--- src/rtl/key_event_decoder_if.sv ---
// rtl/key_event_decoder_if.sv - key level in, event pulses out, for one button
interface key_event_decoder_if;
  logic key_in;
  logic press_pulse;
  logic release_pulse;
  logic short_click;
  logic long_press;
  logic repeat_pulse;
  logic hold_active;

  modport master (
    output key_in,
    input  press_pulse,
    input  release_pulse,
    input  short_click,
    input  long_press,
    input  repeat_pulse,
    input  hold_active
  );

  modport slave (
    input  key_in,
    output press_pulse,
    output release_pulse,
    output short_click,
    output long_press,
    output repeat_pulse,
    output hold_active
  );
endinterface

--- src/rtl/key_event_decoder.sv ---
// rtl/key_event_decoder.sv - debounced active-low key to press/release/click/long/repeat events
module key_event_decoder #(
  parameter int LONG_CYCLES   = 50000000,
  parameter int REPEAT_CYCLES = 10000000,
  parameter int CNT_W         = 32
) (
  input  logic                clk,
  input  logic                rst_n,
  key_event_decoder_if.slave  bus
);

  localparam logic [1:0] ST_DISARM  = 2'd0;
  localparam logic [1:0] ST_IDLE    = 2'd1;
  localparam logic [1:0] ST_PRESSED = 2'd2;
  localparam logic [1:0] ST_HELD    = 2'd3;

  // The press edge is hold sample 1, so PRESSED terminates one count early.
  localparam logic [CNT_W-1:0] LONG_TC   = CNT_W'(LONG_CYCLES - 2);
  localparam logic [CNT_W-1:0] REPEAT_TC = CNT_W'(REPEAT_CYCLES - 1);

  logic [1:0]       state;
  logic [CNT_W-1:0] cnt;

  always_ff @(posedge clk) begin
    if (!rst_n) begin
      state             <= ST_DISARM;
      cnt               <= '0;
      bus.press_pulse   <= 1'b0;
      bus.release_pulse <= 1'b0;
      bus.short_click   <= 1'b0;
      bus.long_press    <= 1'b0;
      bus.repeat_pulse  <= 1'b0;
      bus.hold_active   <= 1'b0;
    end else begin
      bus.press_pulse   <= 1'b0;
      bus.release_pulse <= 1'b0;
      bus.short_click   <= 1'b0;
      bus.long_press    <= 1'b0;
      bus.repeat_pulse  <= 1'b0;
      case (state)
        ST_DISARM: begin
          cnt <= '0;
          if (bus.key_in) state <= ST_IDLE;
        end
        ST_IDLE: begin
          cnt <= '0;
          if (!bus.key_in) begin
            state           <= ST_PRESSED;
            bus.press_pulse <= 1'b1;
          end
        end
        ST_PRESSED: begin
          // Release wins over a coincident long-press terminal count.
          if (bus.key_in) begin
            state             <= ST_IDLE;
            cnt               <= '0;
            bus.release_pulse <= 1'b1;
            bus.short_click   <= 1'b1;
          end else if (cnt == LONG_TC) begin
            state           <= ST_HELD;
            cnt             <= '0;
            bus.long_press  <= 1'b1;
            bus.hold_active <= 1'b1;
          end else begin
            cnt <= cnt + 1'b1;
          end
        end
        ST_HELD: begin
          if (bus.key_in) begin
            state             <= ST_IDLE;
            cnt               <= '0;
            bus.release_pulse <= 1'b1;
            bus.hold_active   <= 1'b0;
          end else if (cnt == REPEAT_TC) begin
            cnt              <= '0;
            bus.repeat_pulse <= 1'b1;
          end else begin
            cnt <= cnt + 1'b1;
          end
        end
        default: begin
          state           <= ST_DISARM;
          cnt             <= '0;
          bus.hold_active <= 1'b0;
        end
      endcase
    end
  end

endmodule
--- src/flat_wrapper.sv ---
// flat-port wrapper written by rule: the top's interface ports become plain ports
module key_event_decoder_flat 
#(
  parameter int LONG_CYCLES   = 50000000,
  parameter int REPEAT_CYCLES = 10000000,
  parameter int CNT_W         = 32
)
  (clk, rst_n, bus_key_in, bus_press_pulse, bus_release_pulse, bus_short_click, bus_long_press, bus_repeat_pulse, bus_hold_active);
  key_event_decoder_if bus_i ();
  input  logic clk;
  input  logic rst_n;
  input wire logic [$bits(bus_i.key_in)-1:0] bus_key_in;
  output wire logic [$bits(bus_i.press_pulse)-1:0] bus_press_pulse;
  output wire logic [$bits(bus_i.release_pulse)-1:0] bus_release_pulse;
  output wire logic [$bits(bus_i.short_click)-1:0] bus_short_click;
  output wire logic [$bits(bus_i.long_press)-1:0] bus_long_press;
  output wire logic [$bits(bus_i.repeat_pulse)-1:0] bus_repeat_pulse;
  output wire logic [$bits(bus_i.hold_active)-1:0] bus_hold_active;
  assign bus_i.key_in = bus_key_in;
  assign bus_press_pulse = bus_i.press_pulse;
  assign bus_release_pulse = bus_i.release_pulse;
  assign bus_short_click = bus_i.short_click;
  assign bus_long_press = bus_i.long_press;
  assign bus_repeat_pulse = bus_i.repeat_pulse;
  assign bus_hold_active = bus_i.hold_active;
  key_event_decoder #(.LONG_CYCLES(LONG_CYCLES), .REPEAT_CYCLES(REPEAT_CYCLES), .CNT_W(CNT_W)) u_core (.clk(clk), .rst_n(rst_n), .bus(bus_i));
endmodule
--- config.mk ---
export PLATFORM = sky130hd
export DESIGN_NAME = key_event_decoder_flat
export DESIGN_NICKNAME = d
export VERILOG_FILES = /design/src/rtl/key_event_decoder_if.sv /design/src/rtl/key_event_decoder.sv /design/src/flat_wrapper.sv
export SDC_FILE = /design/constraint.sdc
export NUM_CORES = 1
export LEC_CHECK = 0
export CAP_MARGIN = 10
export CORE_ASPECT_RATIO = 1.25
export CORE_MARGIN = 1.5
export CORE_UTILIZATION = 62
export CTS_CLUSTER_SIZE = 40
export DETAILED_ROUTE_END_ITERATION = 10
export GPL_TIMING_DRIVEN = 0
export PLACE_DENSITY = 0.79
export SYNTH_ARGS = -nofsm -noshare
export SYNTH_HDL_FRONTEND = slang
export SYNTH_SLANG_ARGS = --single-unit
--- constraint.sdc ---
create_clock -name clk -period 5.15 [get_ports clk]
set_input_delay 1.03 -clock clk [delete_from_list [all_inputs] [get_ports clk]]
set_output_delay 1.03 -clock clk [all_outputs]
set_load 0.05 [all_outputs]
# Yosys cells after proc, flatten, opt, wreduce, memory -nomap -nowiden
# Index checks and enable logic that the tools add are counted.
classes:
  n_addsub: 1
  n_eq_ne: 11
  n_shift: 0
  order_cmp: 0
  n_reduce_logical: 12
  multipliers: 0
  n_mux: 18
  bitwise_logic: 3
  div: 0
ops:
  columns: ["cell", "count"]
  rows:
  - ["$mux W32", 4]
  - ["$pmux W32 S3", 1]
  - ["$add A32 B1 Y32 const B", 1]
  - ["$eq A32 B24 Y1 const B", 1]
  - ["$eq A32 B26 Y1 const B", 1]
  - ["$mux W2", 4]
  - ["$mux W1", 7]
  - ["$ne A2 B2 Y1 const B", 3]
  - ["$pmux W2 S3", 1]
  - ["$reduce_and A2 Y1", 3]
  - ["$reduce_or A2 Y1", 3]
  - ["$reduce_or A3 Y1", 2]
  - ["$eq A2 B2 Y1 const B", 2]
  - ["$ne A2 B1 Y1 const B", 2]
  - ["$reduce_and A4 Y1", 1]
  - ["$ne A3 B2 Y1 const B", 1]
  - ["$not A1 Y1", 3]
  - ["$reduce_and A3 Y1", 1]
  - ["$eq A2 B1 Y1 const B", 1]
  - ["$logic_not A2 Y1", 1]
  - ["$pmux W1 S2", 1]
  - ["$reduce_bool A2 Y1", 1]
word_totals:
  romBits: 0
  reg_bits: 40
  latch_bits: 0
  output_inout_bits: 6
  mem_bits_rw: 0
  inputBits: 3
  memories: 0
  elab_cells: 53

# Longest topological paths before layout
# Gate-level depths: netlist of the first run.
logic_depth:
  depth_word: 4
  depth_mapped: 8
  mapped_depth_nobuf: 7

# Worst setup path after synthesis of the first run
# OpenSTA, ideal clock, no wires.
synth_timing:
  path_kind: "input to register"
  from: "input port rst_n"
  to: "register u_core.cnt[12]"
  t_arrival_ns: 1.933
  n_path_buf: 1
  stages: 6
  setup_slack_ns: 3.153
  t_required_ns: 5.086
  cell_sequence: "nor2b_1 nand2_1 a31oi_1 a31oi_4 buf_6 nor2_1"
synth_lines:
  columns: ["element", "line_no", "text"]
  rows:
  - ["from (decl)", "flat_wrapper.sv:11", "input logic rst_n;"]
  - ["to (signal assigned)", "key_event_decoder.sv:65", "cnt <= cnt + 1'b1;"]
  - ["to (signal assigned)", "key_event_decoder.sv:78", "cnt <= cnt + 1'b1;"]
  - ["to (decl)", "key_event_decoder.sv:22", "logic [CNT_W-1:0] cnt;"]

# Worst setup path in the final report of the first run
layout_timing:
  from: "register u_core.bus.hold_active"
  to: "output port bus_hold_active"
layout_lines:
  columns: ["element", "line_no", "text"]
  rows:
  - ["from (decl)", "key_event_decoder_if.sv:28", "output hold_active"]
  - ["from (signal assigned)", "key_event_decoder.sv:33", "bus.hold_active <= 1'b0;"]
  - ["from (signal assigned)", "key_event_decoder.sv:63", "bus.hold_active <= 1'b1;"]
  - ["from (signal assigned)", "key_event_decoder.sv:73", "bus.hold_active <= 1'b0;"]
  - ["to (decl)", "flat_wrapper.sv:18", "output wire logic [$bits(bus_i.hold_active)-1:0] bus_hold_active;"]
# No word-level cell between the ends.

==> flow_summary.yaml, run 1 <==
clocking:
  tritoncts.num_buffers: 5
  clock_tree.htree_level_count: 2
  path_clk_slew_ns: 0.12
  clock_tree_from_tritoncts: "yes"
  ctsRootBufferMaster: "clkbuf_4"
  cts_resized: 0
  clock_latency_on_the_worst_skew_pair_ns: 0.34
  number_of_hold_buffers_added_after_cts: 0
  clock_sink_count: 40
  deepest_clock_path_buffer_count: 2
  postCtsSetupRepairBufs: 0
timing:
  finalCriticalPeriod_ns: 2.55
  tightest_slew_ns: 0.492
  post_route_fraction_of_the_period_consumed_by_the_critical_path_pct: 49.6
  max_freq_mhz: 392
  worst_slew_margin_rel_pct: 67.1
  drv_slew: 0
  finalSetupTns_ns: 0
  unrepaired_setup_endpoints_after_global_routing: "no"
  layout_setup_ws_ns: 2.60
  finalSetupViolCount: 0
  finalHoldViolations: 0
  clock-skew-final_ns: 0.00909
worst_setup_path:
  crit_buf_inv: 1
  worstSetupPathType: "flop to primary output"
  end_kind: "primary output"
  worst_path_dominant_cell_family: "buffers and inverters"
  slowest_delay_ns: 0.81
  rr_startpoint: "u_core.cnt[8]$_SDFF_PN0_"
  cp.arrival_ns: 1.52
  crit_path_cell_trace: "clkdlybuf4s50_1"
  timing.critical_path.from: "u_core.bus.hold_active$_SDFFE_PN0P_"
  required_ns: 4.12
  critical_path.startpoint_type: "flop"
  crit_path_max_fanout: 3
  timing.critical_path.slowest_stage_cell: "clkdlybuf4s50_1"
grt:
  grt_pass1_vias: 1402
  track_usage_pct: 23.9
  antenna_found_initial: 0
  grt_max_degree: 12
  grt_overflow_total: 0
  grt_first_pass_wirelength_microns: 6100
placed_design:
  place_worst_setup_slack_ns: 2.37
  port_buffers: 8
  place_congestion: 0.814
  hpwl_microns: 2660
floorplan:
  floorplan.io_pins: 9
  dieArea_sq_mm: 0.00342
  initial_cell_density_of_the_core_pct: 64.8
  die_width_microns: 52.6
  core-area_sq_mm: 0.00295
  die_y_microns: 65.0
  rows: 22
finish:
  area_growth_syn_to_layout_pct: 9.63
  fillers: 238
  final_net_count: 238
  layout-drive-gt1-share_pct: 6.06
  number_of_inserted_diodes: 0
synthesis:
  postSynthAreaPerCell_sq_um: 8.88
  gate_count_of_the_mapped_netlist: 215
  netlist.top_cell.by_area: "dfxtp_1"
  yosysTopAreaCellShare_pct: 41.9
  fraction_of_the_yosys_area_taken_by_sequential_cells_pct: 41.9
  most_frequent_cell_after_synthesis: "nor2_1"
  synth_commonest_cells: "nor2_1, dfxtp_1, xnor2_1, nand3_1, nor3_1"
  synth_edf_count: 0
  synth-main-ff-cell: "dfxtp_1"
  synth_fp_nets: 223
  synth_seq_cells: 40
  synth.distinct_cells: 36
  largest_cells_by_area_after_synthesis: "dfxtp_1, xnor2_1, nor2_1"
  yosysWarningCount: 0
  synth_async_sr_flop_share_pct: 0
  synth.cell_area_sq_mm: 0.00191
route:
  drt_first_pass_iters: 4
  num_vias: 1496
  drt.antenna.violating_nets: 0
  drt-vias-per-instance: 5.60
  routedWlPerCell_microns: 13.4
  violation_count_after_the_first_detailed_route_iteration: 33
  detail_route.drc_violations: 0
  routed_wirelength_microns: 3570
power_and_ir_drop:
  pwr_density_cell_mw_per_mm2: 294
  seq_power_share_pct: 53.9
  total_leakage_power_nw: 0.646
  power.share.switching_pct: 29.1
  vdd_drop_max_mv: 0.220
  share_clk_of_total_power_pct: 26.7
  cell_internal_pwr_w: 0.000437
  p_switching_w: 0.000179
  pwr-share-comb_pct: 19.4
min_path:
  min_path_type: "flop to flop"
  hold_path.startpoint: "u_core.cnt[0]$_SDFF_PN0_"
status:
  status: "finished, final reports clean"
run:
  drv.max_cap_violation_count: 0
## kinds of logic (layout without fill, tap and decap cells)
| family | after synthesis | count (layout) | synth area share (%) |
|---|---|---|---|
| flops | 40 | 40 | 41.9 |
| compound gates | 10 | 10 | 4.85 |
| fa+ha+maj | 5 | 5 | 3.28 |
| simple gates | 113 | 113 | 31.7 |
| xor+xnor | 30 | 30 | 13.8 |
| buf+inv | 17 | 33 | 4.52 |
## final timing paths
kind,to,slack [ns],depth (start not counted)
hold reg to reg,u_core.cnt[0]$_SDFF_PN0_,0.50,1
hold / removal,u_core.cnt[0]$_SDFF_PN0_,0.50,1
setup reg to reg,u_core.cnt[13]$_SDFF_PN0_,2.97,6
setup / recovery,bus_hold_active,2.60,1
## area by class of cell
cell class	count	area [sq um]	area share, %
buffer	8	52.6	2.51
clock buffer	8	58.8	2.81
inverter	9	33.8	1.61
multi-input combinational	158	1020	48.8
sequential	40	801	38.3
tap	36	45.0	2.15
timing repair buffer	8	80.1	3.83
## cell usage in the layout (no fill, tap or decap), types with 2 or more instances in the layout
master / Yosys / final
nor2_1: 42 / 42
dfxtp_1: 40 / 40
xnor2_1: 22 / 22
nand3_1: 12 / 12
nor3_1: 12 / 12
nand2_1: 10 / 10
inv_1: 9 / 9
nand4_1: 8 / 8
xor2_1: 8 / 8
clkdlybuf4s50_1: 0 / 8
clkbuf_1: 5 / 7
and4_1: 6 / 6
nor4_1: 5 / 5
ha_1: 5 / 5
clkbuf_4: 0 / 5
buf_6: 3 / 3
a21oi_1: 3 / 3
nand2b_1: 2 / 2
and3_1: 2 / 2
or3_1: 2 / 2
and2_1: 2 / 2
## per-stage QoR
stage | instance area (sq um) | total power [W] | cells | util (%) | hold slack, ns
final | 2090 | 0.000616 | 267 | 71.1 | 0.495
after global placement | 2030 | 0.000449 | 259 | 69.1 | 0.448
after global routing | 2090 | 0.000639 | 267 | 71.1 | 0.519
after CTS | 2090 | 0.000617 | 267 | 71.1 | 0.492
after floorplan | 1910 | 0.000429 | 215 | - | 0.437
after detailed placement | 2030 | 0.000459 | 259 | 69.1 | 0.464
## registers in the layout (all words and copies together), names as in the netlist
name,count
u_core.cnt,32
u_core.state,2
u_core.bus.hold_active,1
u_core.bus.long_press,1
u_core.bus.press_pulse,1
u_core.bus.release_pulse,1
u_core.bus.repeat_pulse,1
u_core.bus.short_click,1
## power groups by stage
stage | Sequential [W] | Clock [W] | Combinational, W
6_report | 0.000332 | 0.000165 | 0.000119
5_1_grt | 0.000333 | 0.000174 | 0.000131
4_1_cts | 0.000332 | 0.000166 | 0.000120
3_5_place_dp | 0.000339 | 0 | 0.000120
3_3_place_gp | 0.000337 | 0 | 0.000112
2_1_floorplan | 0.000346 | 0 | 0.0000830
## metal layers
metal  GRT usage (%)  vias up  part of all wire, %
met5               0        -                    0
met4            12.5        0                  2.7
met3            5.76       11                  3.6
met2            37.3       29                   46
met1            29.9      684                   47
li1                -      772                    -
No activity file was read; power rests on OpenSTA's default activity.
==> run 2: changes to the inputs <==
- CORE_UTILIZATION: 62 -> 59
- PLACE_DENSITY: 0.79 -> 0.75
- clock period: 5.15 -> 2.4 ns (I/O delays scaled with it)
==> run 2 against run 1 <==
Effect of this change: clock-buffer cell count decreased by 2; combinational power up 120%; critical endpoint is now u_core.cnt[25]$_SDFF_PN0_; first-iteration DRC count up 82%; sequential share of layout area down 0.41 points; setup slack lost 2.3 ns; critical path type is now flop to flop.
==> flow_summary.yaml, run 2 (synthesized netlist as in run 1, its figures left out) <==
placed_design:
  place_congestion: 0.827
  hpwl_microns: 2610
  port_buffers: 8
floorplan:
  die_width_microns: 53.9
  core-area_sq_mm: 0.00300
  die_y_microns: 66.6
  initial_cell_density_of_the_core_pct: 63.6
  dieArea_sq_mm: 0.00359
  floorplan.io_pins: 9
  rows: 22
grt:
  grt_max_degree: 13
  grt_overflow_total: 0
  grt_pass1_vias: 1370
  track_usage_pct: 23.9
  grt_first_pass_wirelength_microns: 6220
  antenna_found_initial: 0
worst_setup_path:
  end_kind: "flop"
  timing.critical_path.slowest_stage_cell: "or4_4"
  worstSetupPathType: "flop to flop"
  crit_buf_inv: 1
  crit_path_max_fanout: 10
  worst_path_dominant_cell_family: "simple AND/OR/NAND/NOR gates"
  cp.arrival_ns: 2.40
  required_ns: 2.65
  crit_path_cell_trace: "or4_4, nor4_4, nand3_2, a31oi_4, buf_6, nor2_1"
  crit-reg2reg-capture: "u_core.cnt[25]$_SDFF_PN0_"
  reg2reg_setup_slack_ns: 0.25
  timing.critical_path.from: "u_core.cnt[8]$_SDFF_PN0_"
  rr_startpoint: "u_core.cnt[8]$_SDFF_PN0_"
  worst-r2r-cell-count: 6
  slowest_delay_ns: 0.57
  critPathCapture: "u_core.cnt[25]$_SDFF_PN0_"
  critical_path.startpoint_type: "flop"
  worstSetupPathDepth: 6
clocking:
  clock_tree_from_tritoncts: "yes"
  tritoncts.num_buffers: 5
  number_of_hold_buffers_added_after_cts: 0
  clock_sink_count: 40
  clock_latency_on_the_worst_skew_pair_ns: 0.36
  deepest_clock_path_buffer_count: 2
  ctsRootBufferMaster: "clkbuf_4"
  path_clk_slew_ns: 0.11
  clock_tree.htree_level_count: 2
route:
  violation_count_after_the_first_detailed_route_iteration: 60
  drt_first_pass_iters: 4
  detail_route.drc_violations: 0
  drt.antenna.violating_nets: 0
  routed_wirelength_microns: 3520
  drt-vias-per-instance: 5.58
  routedWlPerCell_microns: 13.2
  num_vias: 1491
timing:
  finalHoldViolations: 0
  clock-skew-final_ns: 0.0142
  finalCriticalPeriod_ns: 2.15
  max_freq_mhz: 465
  hold_worst_slack_ns: 0.498
  post_route_fraction_of_the_period_consumed_by_the_critical_path_pct: 89.6
  finalSetupViolCount: 0
  drv_slew: 0
  unrepaired_setup_endpoints_after_global_routing: "no"
  worst_slew_margin_rel_pct: 58.7
  tightest_slew_ns: 0.615
  finalSetupTns_ns: 0
power_and_ir_drop:
  pwr_density_cell_mw_per_mm2: 665
  total_leakage_power_nw: 0.656
  vdd_drop_max_mv: 0.439
min_path:
  min_path_type: "flop to flop"
  hold_path_depth: 1
finish:
  layout-drive-gt1-share_pct: 6.93
  largest_registers: "u_core.cnt: 32 flops, u_core.state: 2 flops"
  final_net_count: 238
  multi_input_area_sq_mm: 0.00103
  area.sequential_sq_um: 801
  final_common_cell: "nor2_1"
  layout.cells.most_common_list: "nor2_1, dfxtp_1, xnor2_1"
  number_of_inserted_diodes: 0
  largest_reg_flops: 32
  fillers: 252
  regMostFlops: "u_core.cnt"
  area_growth_syn_to_layout_pct: 10.8
status:
  status: "finished, final reports clean"
run:
  drv.max_cap_violation_count: 0
## run 2: cell type report
class | count | share of cell area (%)
Multi-Input combinational cell | 158 | 48.6
Timing Repair Buffer | 8 | 3.78
Clock buffer | 6 | 1.95
Inverter | 9 | 1.60
Buffer | 8 | 2.48
Tap cell | 36 | 2.13
Sequential cell | 40 | 37.8
Clock inverter | 2 | 1.66
## run 2: metrics by stage
| stage | instance area, sq um | setup WS (ns) | cells | util [%] | power [W] |
|---|---|---|---|---|---|
| final | 2120 | 0.250 | 267 | 70.5 | 0.00141 |
| after global placement | 2030 | 0.278 | 259 | 67.8 | 0.000964 |
| after CTS | 2110 | 0.192 | 267 | 70.4 | 0.00141 |
| after detailed placement | 2030 | 0.230 | 259 | 67.8 | 0.000981 |
| after global routing | 2120 | 0.108 | 267 | 70.5 | 0.00147 |
| after floorplan | 1910 | 0.473 | 215 | - | 0.000921 |
## run 2: worst reg2reg max path: cells and delay by family (launching register included)
family | cells | cell delay, ns
AO/OA/AOI/OAI | 1 | 0.33
buffers and inverters | 1 | 0.19
flip-flops | 1 | 0.38
AND/OR/NAND/NOR | 4 | 1.15
## run 2: timing repair
item | in CTS | in global routing
buffers inserted | 0 | 0
endpoints found under the hold margin | 0 | 0
endpoints found under the setup margin | 0 | 1
gates resized for setup | 0 | 1
## run 2: power by group
| group | internal (W) | leakage (nW) | switching (W) |
|---|---|---|---|
| Combinational | 0.000104 | 0.291 | 0.000153 |
| Sequential | 0.000688 | 0.323 | 0.0000238 |
| Clock | 0.000218 | 0.0422 | 0.000219 |
| Total | 0.00101 | 0.656 | 0.000396 |
## run 2: metal layers
| metal | wire length (microns) | up-vias | track usage [%] | share of wire, % |
|---|---|---|---|---|
| met1 | 1630 | 693 | 31.1 | 46 |
| met5 | 0 | - | 0 | 0 |
| met2 | 1700 | 24 | 37.3 | 48 |
| met3 | 140 | 6 | 6.28 | 4.0 |
| met4 | 47 | 0 | 8.33 | 1.3 |
| li1 | - | 768 | - | - |
## run 2: worst min path at each step
| stage | start | endpoint | slack [ns] |
|---|---|---|---|
| 6_report | u_core.cnt[0]$_SDFF_PN0_ | u_core.cnt[0]$_SDFF_PN0_ | 0.50 |
| 2_1_floorplan | u_core.cnt[0]$_SDFF_PN0_ | u_core.cnt[0]$_SDFF_PN0_ | 0.44 |
| 3_5_place_dp | u_core.cnt[0]$_SDFF_PN0_ | u_core.cnt[0]$_SDFF_PN0_ | 0.48 |
| 5_1_grt | u_core.cnt[0]$_SDFF_PN0_ | u_core.cnt[0]$_SDFF_PN0_ | 0.53 |
| 3_3_place_gp | u_core.cnt[0]$_SDFF_PN0_ | u_core.cnt[0]$_SDFF_PN0_ | 0.45 |
| 4_1_cts | u_core.cnt[0]$_SDFF_PN0_ | u_core.cnt[0]$_SDFF_PN0_ | 0.50 |
